File: src/rtl/mul_sequencer.sv
// Control sequencer for a shift-add multiplier: drives regfile port selects
// and datapath enables from a Moore FSM with registered outputs.
//
// state | meaning
// IDLE  | waiting for start
// CLR   | zero the accumulator R2
// PPGEN | partial product R0 & R1 -> R3, early exit if multiplier is zero
// ADD   | R2 + R3 -> R2
// SHL   | multiplicand R0 << 1
// SHR   | multiplier R1 >> 1, count iteration
// DONE  | product valid on A read bus
module mul_sequencer #(
  parameter int N_ITER = 32,
  parameter int CNT_W  = 5
) (
  input  logic             clk,
  input  logic             rst,
  input  logic             start,
  input  logic             b_zero,
  output logic             done,
  output logic             busy,
  output logic [4:0]       rd_en_a,
  output logic [4:0]       rd_en_b,
  output logic [4:0]       wr_en,
  output logic             clr_en,
  output logic             pp_en,
  output logic             add_en,
  output logic             shift_en,
  output logic             shift_dir,
  output logic [CNT_W-1:0] iter_cnt
);

  localparam logic [4:0] R_NONE = 5'b00000;
  localparam logic [4:0] R0     = 5'b00001;
  localparam logic [4:0] R1     = 5'b00010;
  localparam logic [4:0] R2     = 5'b00100;
  localparam logic [4:0] R3     = 5'b01000;

  localparam logic [CNT_W-1:0] CNT_LAST = CNT_W'(N_ITER - 1);
  localparam logic [CNT_W-1:0] CNT_ONE  = CNT_W'(1);

  typedef enum logic [2:0] {
    IDLE  = 3'd0,
    CLR   = 3'd1,
    PPGEN = 3'd2,
    ADD   = 3'd3,
    SHL   = 3'd4,
    SHR   = 3'd5,
    DONE  = 3'd6
  } state_t;

  typedef struct packed {
    logic       done;
    logic       busy;
    logic [4:0] rd_a;
    logic [4:0] rd_b;
    logic [4:0] wr;
    logic       clr;
    logic       pp;
    logic       add;
    logic       shift;
    logic       dir;
  } ctrl_t;

  state_t           state_q, state_d;
  logic [CNT_W-1:0] cnt_q, cnt_d;
  ctrl_t            ctrl_q, ctrl_d;

  function automatic ctrl_t decode(input state_t s);
    ctrl_t c;
    c = '0;
    case (s)
      CLR: begin
        c.busy = 1'b1;
        c.clr  = 1'b1;
        c.wr   = R2;
      end
      PPGEN: begin
        c.busy = 1'b1;
        c.pp   = 1'b1;
        c.rd_a = R0;
        c.rd_b = R1;
        c.wr   = R3;
      end
      ADD: begin
        c.busy = 1'b1;
        c.add  = 1'b1;
        c.rd_a = R2;
        c.rd_b = R3;
        c.wr   = R2;
      end
      SHL: begin
        c.busy  = 1'b1;
        c.shift = 1'b1;
        c.dir   = 1'b0;
        c.rd_a  = R0;
        c.wr    = R0;
      end
      SHR: begin
        c.busy  = 1'b1;
        c.shift = 1'b1;
        c.dir   = 1'b1;
        c.rd_a  = R1;
        c.wr    = R1;
      end
      DONE: begin
        c.busy = 1'b1;
        c.done = 1'b1;
        c.rd_a = R2;
        c.wr   = R_NONE;
      end
      default: c = '0;
    endcase
    return c;
  endfunction

  always_comb begin
    state_d = state_q;
    cnt_d   = cnt_q;
    case (state_q)
      IDLE: begin
        if (start) begin
          state_d = CLR;
          cnt_d   = '0;
        end
      end
      CLR:   state_d = PPGEN;
      PPGEN: state_d = b_zero ? DONE : ADD;
      ADD:   state_d = SHL;
      SHL:   state_d = SHR;
      SHR: begin
        if (cnt_q == CNT_LAST) begin
          state_d = DONE;
        end else begin
          cnt_d   = cnt_q + CNT_ONE;
          state_d = PPGEN;
        end
      end
      DONE:    state_d = IDLE;
      default: state_d = IDLE;
    endcase
    // Outputs are registered from the next state so they line up with state_q.
    ctrl_d = decode(state_d);
  end

  always_ff @(posedge clk or posedge rst) begin
    if (rst) begin
      state_q <= IDLE;
      cnt_q   <= '0;
      ctrl_q  <= '0;
    end else begin
      state_q <= state_d;
      cnt_q   <= cnt_d;
      ctrl_q  <= ctrl_d;
    end
  end

  assign done      = ctrl_q.done;
  assign busy      = ctrl_q.busy;
  assign rd_en_a   = ctrl_q.rd_a;
  assign rd_en_b   = ctrl_q.rd_b;
  assign wr_en     = ctrl_q.wr;
  assign clr_en    = ctrl_q.clr;
  assign pp_en     = ctrl_q.pp;
  assign add_en    = ctrl_q.add;
  assign shift_en  = ctrl_q.shift;
  assign shift_dir = ctrl_q.dir;
  assign iter_cnt  = cnt_q;

endmodule
File: config.mk
export PLATFORM = sky130hd
export DESIGN_NAME = mul_sequencer
export DESIGN_NICKNAME = d
export VERILOG_FILES = /design/src/rtl/mul_sequencer.sv
export SDC_FILE = /design/constraint.sdc
export NUM_CORES = 1
export LEC_CHECK = 0
export ABC_AREA = 1
export CAP_MARGIN = 20
export CORE_ASPECT_RATIO = 0.9
export CORE_MARGIN = 2
export CORE_UTILIZATION = 47
export CTS_CLUSTER_DIAMETER = 60
export DETAILED_ROUTE_END_ITERATION = 7
export PLACE_DENSITY = 0.85
export SLEW_MARGIN = 20
export SYNTH_ARGS = -nofsm -noshare
export SYNTH_HDL_FRONTEND = slang
export SYNTH_SLANG_ARGS = --single-unit
export TNS_END_PERCENT = 5
File: constraint.sdc
create_clock -name clk -period 1.94 [get_ports clk]
set_input_delay 0.388 -clock clk [delete_from_list [all_inputs] [get_ports clk]]
set_output_delay 0.388 -clock clk [all_outputs]
set_load 0.02 [all_outputs]
== Word-level counts from Yosys, hierarchy flattened ==
Index checks and enable logic that the tools add are counted.

* Word-level logic and storage cells: 50
* Input port bits: 4
* Register bits after elaboration: 30

* Equal/unequal tests: 14
* Multiplexer cells: 16
* Reduce and logical (&&, ||, !) cells: 7
* Add/subtract/negate cells: 1

{| class="wikitable"
|+ Operator list
! kind !! count
|-
| $pmux 3 s6 || 1
|-
| $pmux 4 s4 || 1
|-
| $eq 3x3->1 const B || 5
|-
| $eq 3x2->1 const B || 4
|-
| $mux 5 || 2
|-
| $pmux 5 s2 || 1
|-
| $mux 3 || 3
|-
| $pmux 3 s3 || 1
|-
| $pmux 4 s2 || 1
|-
| $eq 3x1->1 const B || 2
|-
| $reduce_or 2->1 || 3
|-
| $reduce_or 6->1 || 1
|-
| $add 5x1->5 const B || 1
|-
| $eq 5x5->1 const B || 1
|-
| $mux 1 || 5
|-
| $ne 2x2->1 const B || 2
|-
| $pmux 2 s2 || 1
|-
| $logic_not 3->1 || 1
|-
| $reduce_and 3->1 || 1
|-
| $reduce_bool 2->1 || 1
|}

== Logic depth before layout (Yosys ltp) ==
Gate-level depths: netlist (run 1).

* Depth in word-level cells: 6
* Depth in mapped cells: 9

== Worst setup path after synthesis (run 1) ==
Ideal clock, no wire load.

* Path type: reg2reg
* Start: reg cnt_q[0], in the netlist iter_cnt[0]
* End: reg ctrl_q (netlist bit rd_en_a[0])
* Required time: 1.821 ns
* Period minus slack after synthesis: 1.598 ns
* Arrival time: 1.479 ns
* Setup slack: 0.342 ns
* Stages on the path, launching flop included: 10
* Cell sequence: dfrtp_1 > ha_1 > nand2_1 > nor2_1 > ha_1 > nand4_1 > nand3_2 > nand2_1 > nand2_2 > nand2_1

{| class="wikitable"
|+ RTL lines
! element !! line !! text
|-
| from (decl) || 66 || <nowiki>logic [CNT_W-1:0] cnt_q, cnt_d;</nowiki>
|-
| from (signal assigned) || 153 || <nowiki>cnt_q <= cnt_d;</nowiki>
|-
| to (signal assigned) || 154 || <nowiki>ctrl_q <= ctrl_d;</nowiki>
|-
| to (decl) || 67 || <nowiki>ctrl_t ctrl_q, ctrl_d;</nowiki>
|}

== Final worst setup path (run 1) ==
* Start: reg cnt_q[2], in the netlist iter_cnt[2]
* End: out iter_cnt[2]

{| class="wikitable"
|+ RTL lines
! element !! line !! text
|-
| to (decl) || 30 || <nowiki>output logic [CNT_W-1:0] iter_cnt</nowiki>
|}

No word-level cell between the ends.

==> results.toml, run 1 <==
[hold_path]
hold_class = "in -> async"

[global_routing]
gr-total-overflow = 0
grtUsageTotal_pct = 15.4
grt_max_degree = 22
antenna_found_initial = 0
grt_pass1_vias = 788
grt_first_pass_wirelength_um = 3350

[timing]
drv_slew = 0
max_slew_margin_pct = 56.2
worstMarginPinSlew_ns = 0.657
period_share_pct = 91.1
fin_skew_ns = 0.00451
fmax_mhz = 566
setup_viol = 0
rsz0062_at_grt = "false"
period_needed_ns = 1.77
finalSetupTns_ns = 0
hold_violations = 0

[place]
routabilityCongestion = 0.859
dp_hpwl_um = 1450
io_buffers = 24
dp.cells = 161

[cts]
cts_tree = "done"
clock_latency_ns = 0.30
postCtsHoldBufs = 0
cts.sinks = 21
cts_setup_buffers = 0
cts-resized-gates = 0
clock_path_buffers = 2
root_buffer = "clkbuf_4"
cts_max_level = 1
clk_pin_slew_ns = 0.11
cts_made_buffers = 3

[critical_path]
worstPathRequired_ns = 1.55
cp.arrival_ns = 1.38
critPathSlowestCell = "clkdlybuf4s50_1"
cp.buffers_inverters = 1
critPathTopFamily = "buffers and inverters"
critPathMaxStageDelay_ns = 0.64
crit_type = "reg -> out"
end_kind = "output pin"
path_max_fanout = 6
start_kind = "flop"
cp_cell_sequence = "clkdlybuf4s50_1"

[logic_synthesis]
seq_area_frac_synth_pct = 46.9
synth-simple-area-share_pct = 30.3
ys_seq_elements = 21
synth_warnings = 0
synth_top_family_by_area = "simple AND/OR/NAND/NOR gates"
syn_inst = 116
yosysTopAreaCell = "dfrtp_1"
ys_types = 26
syn-mean-instance-area_um2 = 9.65
ys_top_cells_by_area = "dfrtp_1 47%, nand2_1 7.0%, buf_4 6.0%"
synth_compound_area_share_pct = 4.69
syn-cell-area_mm2 = 0.00112
synth_xor_area_share_pct = 0
synth_mux_area_share_pct = 0
synth_top_area_share_pct = 46.9
yosys.area_share.adder_pct = 2.23

[die]
die_area_mm2 = 0.00279
start_util_pct = 50.4
num_rows = 16
pin_count = 31
fp.dieW_um = 55.5
fp.coreArea_mm2 = 0.00222
fp.dieH_um = 50.3

[power_and_ir_drop]
p_comb_share_pct = 52.5
p_sw_share_pct = 45.6
p_clk_share_pct = 9.8
seqPwrFrac_pct = 37.7
leakage_uw = 0.000717
switchingPower_uw = 961
vdd_ir_drop_max_uv = 984
powerDensity_mw_per_mm2 = 1570
p_int_uw = 1150

[cells_and_area]
antenna_cells = 0
fin_cells = 165
finalCoreUtilization_pct = 60.5
drive_above_1_share_pct = 16.7
syn_to_final_growth_pct = 20.1
layout_commonest_cell = "clkdlybuf4s50_1"
final_nets = 145
final_cell_mix = "24 x clkdlybuf4s50_1, 21 x nand2_1, 21 x dfrtp_1"

[outcome]
status = "complete, no violations"

[route]
vias = 797
drc = 0
ant_nets = 0
drt-wirelength-per-cell_um = 11.5
wl_um = 1910
drt_first_pass_iters = 5
initialDrtViolationCount = 15
vias_per_cell = 4.83

[job]
cap_violations = 0
==> synthesized netlist by cell type <==
cell type,n
o21ai_1,2
o21ai_0,1
nand3_1,9
a21oi_1,1
conb_1,1
nand2_8,1
inv_4,2
nand2_4,1
inv_1,15
buf_4,9
o21bai_1,1
nand2_2,2
dfrtp_1,21
nor2_1,8
or2_2,1
o21ai_2,2
o211ai_1,1
inv_2,1
nand4_1,2
nand3_4,1
nand3_2,2
ha_1,2
nor2_8,2
nand2_1,21
nor2_4,4
buf_6,3
==> cell families after synthesis <==
kind of cell | Yosys count
AND/OR/NAND/NOR | 54
buffers and inverters | 30
flip-flops | 21
AO/OA/AOI/OAI | 8
adder cells (fa/ha/maj) | 2
other | 1
==> through the flow <==
step / instance area [um^2] / hold slack [ns] / total power [uW] / setup slack [ns]
3_3_place_gp: 1320 / 0.503 / 1870 / 0.422
6_report: 1350 / 0.410 / 2110 / 0.172
2_1_floorplan: 1140 / 0.365 / 1610 / 0.342
5_1_grt: 1350 / 0.461 / 2260 / 0.115
4_1_cts: 1350 / 0.425 / 2120 / 0.178
3_5_place_dp: 1320 / 0.516 / 1910 / 0.340
==> power by group through the flow <==
stage               clock [uW]  combinational (uW)  sequential (uW)
CTS                        211                1120              795
global placement             0                1080              788
finish                     207                1110              794
detailed placement           0                1110              804
floorplan                    0                 796              817
global route               231                1210              821
==> sequential cells by signal, summed over array words and instances (netlist names) <==
name	cells
busy	1
done	1
rd_en_b	2
iter_cnt	5
clr_en	1
shift_en	1
rd_en_a	3
pp_en	1
state_q	3
wr_en	3
==> worst paths after layout <==
path | from | end | slack (ns) | depth (start not counted)
max | iter_cnt[2] | iter_cnt[2] | 0.17 | 1
min | rst | wr_en[0] | 0.41 | 3
max reg2reg | iter_cnt[0] | busy | 0.28 | 9
min reg2reg | iter_cnt[4] | iter_cnt[4] | 0.53 | 2
max in group asynchronous | rst | iter_cnt[1] | 1.32 | 3
min in group clk | iter_cnt[4] | iter_cnt[4] | 0.53 | 2
==> layer usage <==
layer / track usage, % / up-vias / wire, um
li1: - / 387 / -
met1: 16.9 / 380 / 770
met5: 0 / - / 0
met3: 2.32 / 5 / 71
met2: 29.6 / 25 / 1020
met4: 6.50 / 0 / 40
==> final cells by class <==
| cell class | count | area, um^2 |
|---|---|---|
| clock buffers | 4 | 26.3 |
| fillers | 184 | 877 |
| inverters | 18 | 72.6 |
| multi-input cells | 70 | 439 |
| flip-flops and latches | 21 | 526 |
| well taps | 27 | 33.8 |
| repair buffers | 25 | 248 |
Note: power is estimated with default switching activity, not from simulation.
==> run 2: changes to the inputs <==
- CAP_MARGIN: 20 -> 0
- CORE_UTILIZATION: 47 -> 49
- CTS_BUF_LIST: unset -> sky130_fd_sc_hd__clkbuf_4
- PLACE_DENSITY: 0.85 -> 0.93
==> run 2 against run 1 <==
Sequential share of layout area is 0.32 points lower. Cell count is 0.61% higher. Largest cell class unchanged. Register-to-register slack better by 0.03 ns. Clock skew decreased by 0.00090 ns. Global-route usage increased by 0.21 points. Via count down 3.1%. Critical path depth stayed put. Core utilization grew 2.2 points.
==> results.toml, run 2 (same netlist as run 1, synthesis figures left out) <==
[timing]
finalSetupTns_ns = 0
rsz0062_at_grt = "false"
worstMarginPinSlew_ns = 0.647
fmax_mhz = 568
period_share_pct = 90.8
max_slew_margin_pct = 56.9
hold_violations = 0
setup_viol = 0
fin_skew_ns = 0.00361
period_needed_ns = 1.76
drv_slew = 0

[cells_and_area]
final_cell_mix = "24 x clkdlybuf4s50_1, 21 x nand2_1, 21 x dfrtp_1"
final_nets = 146
largest_reg_flops = 5
syn_to_final_growth_pct = 21.1
drive_above_1_share_pct = 18.0
antenna_cells = 0
layout_commonest_cell = "clkdlybuf4s50_1"

[cts]
cts_setup_buffers = 0
root_buffer = "clkbuf_4"
clock_latency_ns = 0.30
clock_path_buffers = 2
cts_max_level = 1
cts-resized-gates = 0
cts_made_buffers = 3
cts_tree = "done"
cts.sinks = 21
postCtsHoldBufs = 0
clk_pin_slew_ns = 0.11

[critical_path]
crit_type = "reg -> out"
critPathMaxStageDelay_ns = 0.63
critPathTopFamily = "buffers and inverters"
ff2ff_path_depth = 9
path_max_fanout = 6
critPathSlowestCell = "clkdlybuf4s50_1"
cp.depth = 1
cp.arrival_ns = 1.37
end_kind = "output pin"
cp_cell_sequence = "clkdlybuf4s50_1"
cp.buffers_inverters = 1
start_kind = "flop"
worstPathRequired_ns = 1.55

[global_routing]
grt_first_pass_wirelength_um = 3000
grtUsageTotal_pct = 15.6
antenna_found_initial = 0
grt_pass1_vias = 694
gr-total-overflow = 0
grt_max_degree = 22

[die]
num_rows = 16
pin_count = 31
start_util_pct = 51.8
fp.dieW_um = 54.4
die_area_mm2 = 0.00268
fp.dieH_um = 49.4
fp.coreArea_mm2 = 0.00216

[place]
dp_hpwl_um = 1410
routabilityCongestion = 0.870
io_buffers = 24

[job]
cap_violations = 0

[power_and_ir_drop]
power_uw = 2120
switchingPower_uw = 946
vdd_ir_drop_max_uv = 760
p_clk_share_pct = 10.3
p_sw_share_pct = 44.7
p_int_uw = 1170
powerDensity_mw_per_mm2 = 1560
p_comb_share_pct = 52.4
seqPwrFrac_pct = 37.3
leakage_uw = 0.000725

[route]
wl_um = 1740
vias = 772
initialDrtViolationCount = 14
drt-wirelength-per-cell_um = 10.5
ant_nets = 0
drt_first_pass_iters = 4
vias_per_cell = 4.65
drc = 0

[outcome]
status = "complete, no violations"

[hold_path]
hold_class = "in -> async"
==> run 2: power by group through the flow <==
| stage | Sequential [uW] | Clock [uW] | Combinational, uW |
|---|---|---|---|
| finish | 789 | 218 | 1110 |
| global route | 811 | 247 | 1220 |
| CTS | 791 | 225 | 1120 |
| detailed placement | 800 | 0 | 1120 |
| global placement | 790 | 0 | 1100 |
| floorplan | 817 | 0 | 796 |
==> run 2: routing by layer <==
layer	global-route usage [%]	share of wire, %	up-vias
li1	-	-	392
met1	20.8	45	351
met2	23.5	49	25
met3	3.68	4.8	4
met4	7.50	2.0	0
met5	0	0	-
==> run 2: metrics by stage <==
| step | utilization [%] | worst slack [ns] | hold WS (ns) | cells | area [um^2] |
|---|---|---|---|---|---|
| 2_1_floorplan | - | 0.342 | 0.365 | 121 | 1140 |
| 3_3_place_gp | 61.3 | 0.416 | 0.499 | 162 | 1330 |
| 3_5_place_dp | 61.3 | 0.337 | 0.498 | 162 | 1330 |
| 4_1_cts | 62.7 | 0.166 | 0.396 | 166 | 1360 |
| 5_1_grt | 62.7 | 0.0919 | 0.441 | 166 | 1360 |
| 6_report | 62.7 | 0.179 | 0.393 | 166 | 1360 |
==> run 2: worst paths after layout <==
kind	startpoint	endpoint	slack, ns
max	iter_cnt[2]	iter_cnt[2]	0.18
min	rst	pp_en	0.39
max reg2reg	iter_cnt[0]	rd_en_a[0]	0.31
min reg2reg	iter_cnt[4]	iter_cnt[4]	0.52
max in group asynchronous	rst	state_q[1]	1.35
min in group clk	iter_cnt[4]	iter_cnt[4]	0.52
==> run 2: worst min-delay path, cell delays in order <==
cell and delay (ns):
clkdlybuf4s50_1 0.39, inv_1 0.05, buf_4 0.25
==> run 2: final cells by class <==
| cell class | count | area (um^2) |
|---|---|---|
| timing repair buffer | 26 | 255 |
| fill | 185 | 806 |
| clock buffer | 4 | 30.0 |
| tap | 27 | 33.8 |
| inverter | 18 | 72.6 |
| sequential | 21 | 526 |
| multi-input combinational | 70 | 439 |
==> run 3: changes to the inputs <==
- GPL_TIMING_DRIVEN: unset -> 0
==> run 3 against run 2 <==
Non-clock buffer count rose by 10. Total power rose by 4.7%. Via count rose by 8.2%. Die area did not move. Setup slack got worse by 0.037 ns. Critical path depth did not move. Sequential share of layout area fell by 2.3 points. Maximum frequency fell by 2.1%. Critical endpoint is now iter_cnt[0]. Sequential cell count did not move. Critical path type unchanged.
==> results.toml, run 3 (same netlist as run 1, synthesis figures left out) <==
[place]
placed_area_mm2 = 0.00141
place_ws_ns = 0.292
dp_hpwl_um = 1490
routabilityCongestion = 0.857
io_buffers = 24

[critical_path]
ff2ff_path_depth = 9
worstPathRequired_ns = 1.55
critPathMaxStageDelay_ns = 0.65
reg2reg_slack_ns = 0.26
critPathTopFamily = "buffers and inverters"
cp_cell_sequence = "clkdlybuf4s50_1"
end_kind = "output pin"
cp.buffers_inverters = 1
endpoint = "iter_cnt[0]"
start_kind = "flop"
cp.arrival_ns = 1.41
path_max_fanout = 6
critPathSlowestCell = "clkdlybuf4s50_1"
r2r-end = "busy"
r2r_start = "iter_cnt[0]"
crit_type = "reg -> out"
startpoint = "iter_cnt[0]"
cp.depth = 1

[die]
start_util_pct = 51.8
fp.dieH_um = 49.4
num_rows = 16
fp.dieW_um = 54.4
die_area_mm2 = 0.00268
fp.coreArea_mm2 = 0.00216
pin_count = 31

[timing]
finalSetupTns_ns = 0
period_needed_ns = 1.80
setup_viol = 0
fin_skew_ns = 0.00723
max_slew_margin_pct = 50.6
worstMarginPinSlew_ns = 0.741
drv_slew = 0
rsz0062_at_grt = "false"
period_share_pct = 92.7
hold_violations = 0
setup_ws_ns = 0.142
fmax_mhz = 556

[cts]
cts_setup_buffers = 0
cts-resized-gates = 0
root_buffer = "clkbuf_4"
cts_tree = "done"
cts.sinks = 21
cts_made_buffers = 3
clock_path_buffers = 2
postCtsHoldBufs = 0
clk_pin_slew_ns = 0.12
clock_latency_ns = 0.31
cts_max_level = 1

[cells_and_area]
syn_to_final_growth_pct = 28.6
drive_above_1_share_pct = 23.5
largest_reg_flops = 5
final_nets = 156
layout_commonest_cell = "clkdlybuf4s50_1"
final_cell_area_mm2 = 0.00144
final_cell_mix = "24 x clkdlybuf4s50_1, 21 x nand2_1, 21 x dfrtp_1"
finalCoreUtilization_pct = 66.6
antenna_cells = 0

[global_routing]
gr-total-overflow = 0
grt_first_pass_wirelength_um = 2970
grt_pass1_vias = 713
antenna_found_initial = 0
grt_max_degree = 22
grtUsageTotal_pct = 15.9

[route]
drc = 0
ant_nets = 0
wl_um = 1890
vias_per_cell = 4.74
vias = 835
drt-wirelength-per-cell_um = 10.7
drt_first_pass_iters = 4
initialDrtViolationCount = 11

[power_and_ir_drop]
p_int_uw = 1230
leakage_uw = 0.000782
p_sw_share_pct = 44.4
switchingPower_uw = 984
p_clk_share_pct = 9.5
vdd_ir_drop_max_uv = 935
seqPwrFrac_pct = 29.8
powerDensity_mw_per_mm2 = 1540
p_comb_share_pct = 60.7

[job]
cap_violations = 0

[outcome]
status = "complete, no violations"

[hold_path]
hold_class = "in -> async"
[run 3: cell count changes in the layout (fill, tap and decap cells not counted)]
cell	before	now
clkinv_2	0	1
buf_6	0	3
buf_4	2	9
clkbuf_4	4	3
[run 3: metrics by stage]
step / hold slack, ns / total power [uW] / cells
2_1_floorplan: 0.365 / 1610 / 121
3_3_place_gp: 0.491 / 1970 / 172
3_5_place_dp: 0.502 / 2020 / 172
4_1_cts: 0.526 / 2240 / 176
5_1_grt: 0.563 / 2370 / 176
6_report: 0.504 / 2220 / 176
[run 3: area by class of cell]
cell class,count,area (um^2)
Fill cell,164,722
Timing Repair Buffer,24,240
Clock inverter,1,5.00
Multi-Input combinational cell,70,439
Clock buffer,3,22.5
Sequential cell,21,526
Tap cell,27,33.8
Inverter,18,72.6
Buffer,12,101
[run 3: routing by layer]
metal / track usage [%] / vias up / part of all wire, %
met5: 0 / - / 0
met4: 11.3 / 0 / 3.1
met3: 2.76 / 4 / 8.1
met2: 25.5 / 40 / 50
met1: 18.5 / 376 / 39
li1: - / 415 / -
[run 3: power groups by stage]
stage	clock network [uW]	logic (uW)	registers, uW
2_1_floorplan	0	796	817
3_3_place_gp	0	1310	663
3_5_place_dp	0	1350	671
4_1_cts	217	1360	662
5_1_grt	236	1460	672
6_report	210	1350	660
[run 3: worst min path at each step]
stage                     start           to  slack (ns)  depth (start not counted)
floorplan                   rst         busy        0.36                          1
global placement    iter_cnt[4]  iter_cnt[4]        0.49                          2
detailed placement  iter_cnt[4]  iter_cnt[4]        0.50                          2
CTS                         rst  iter_cnt[2]        0.53                          2
global route                rst   state_q[0]        0.56                          2
finish                      rst       clr_en        0.50                          2
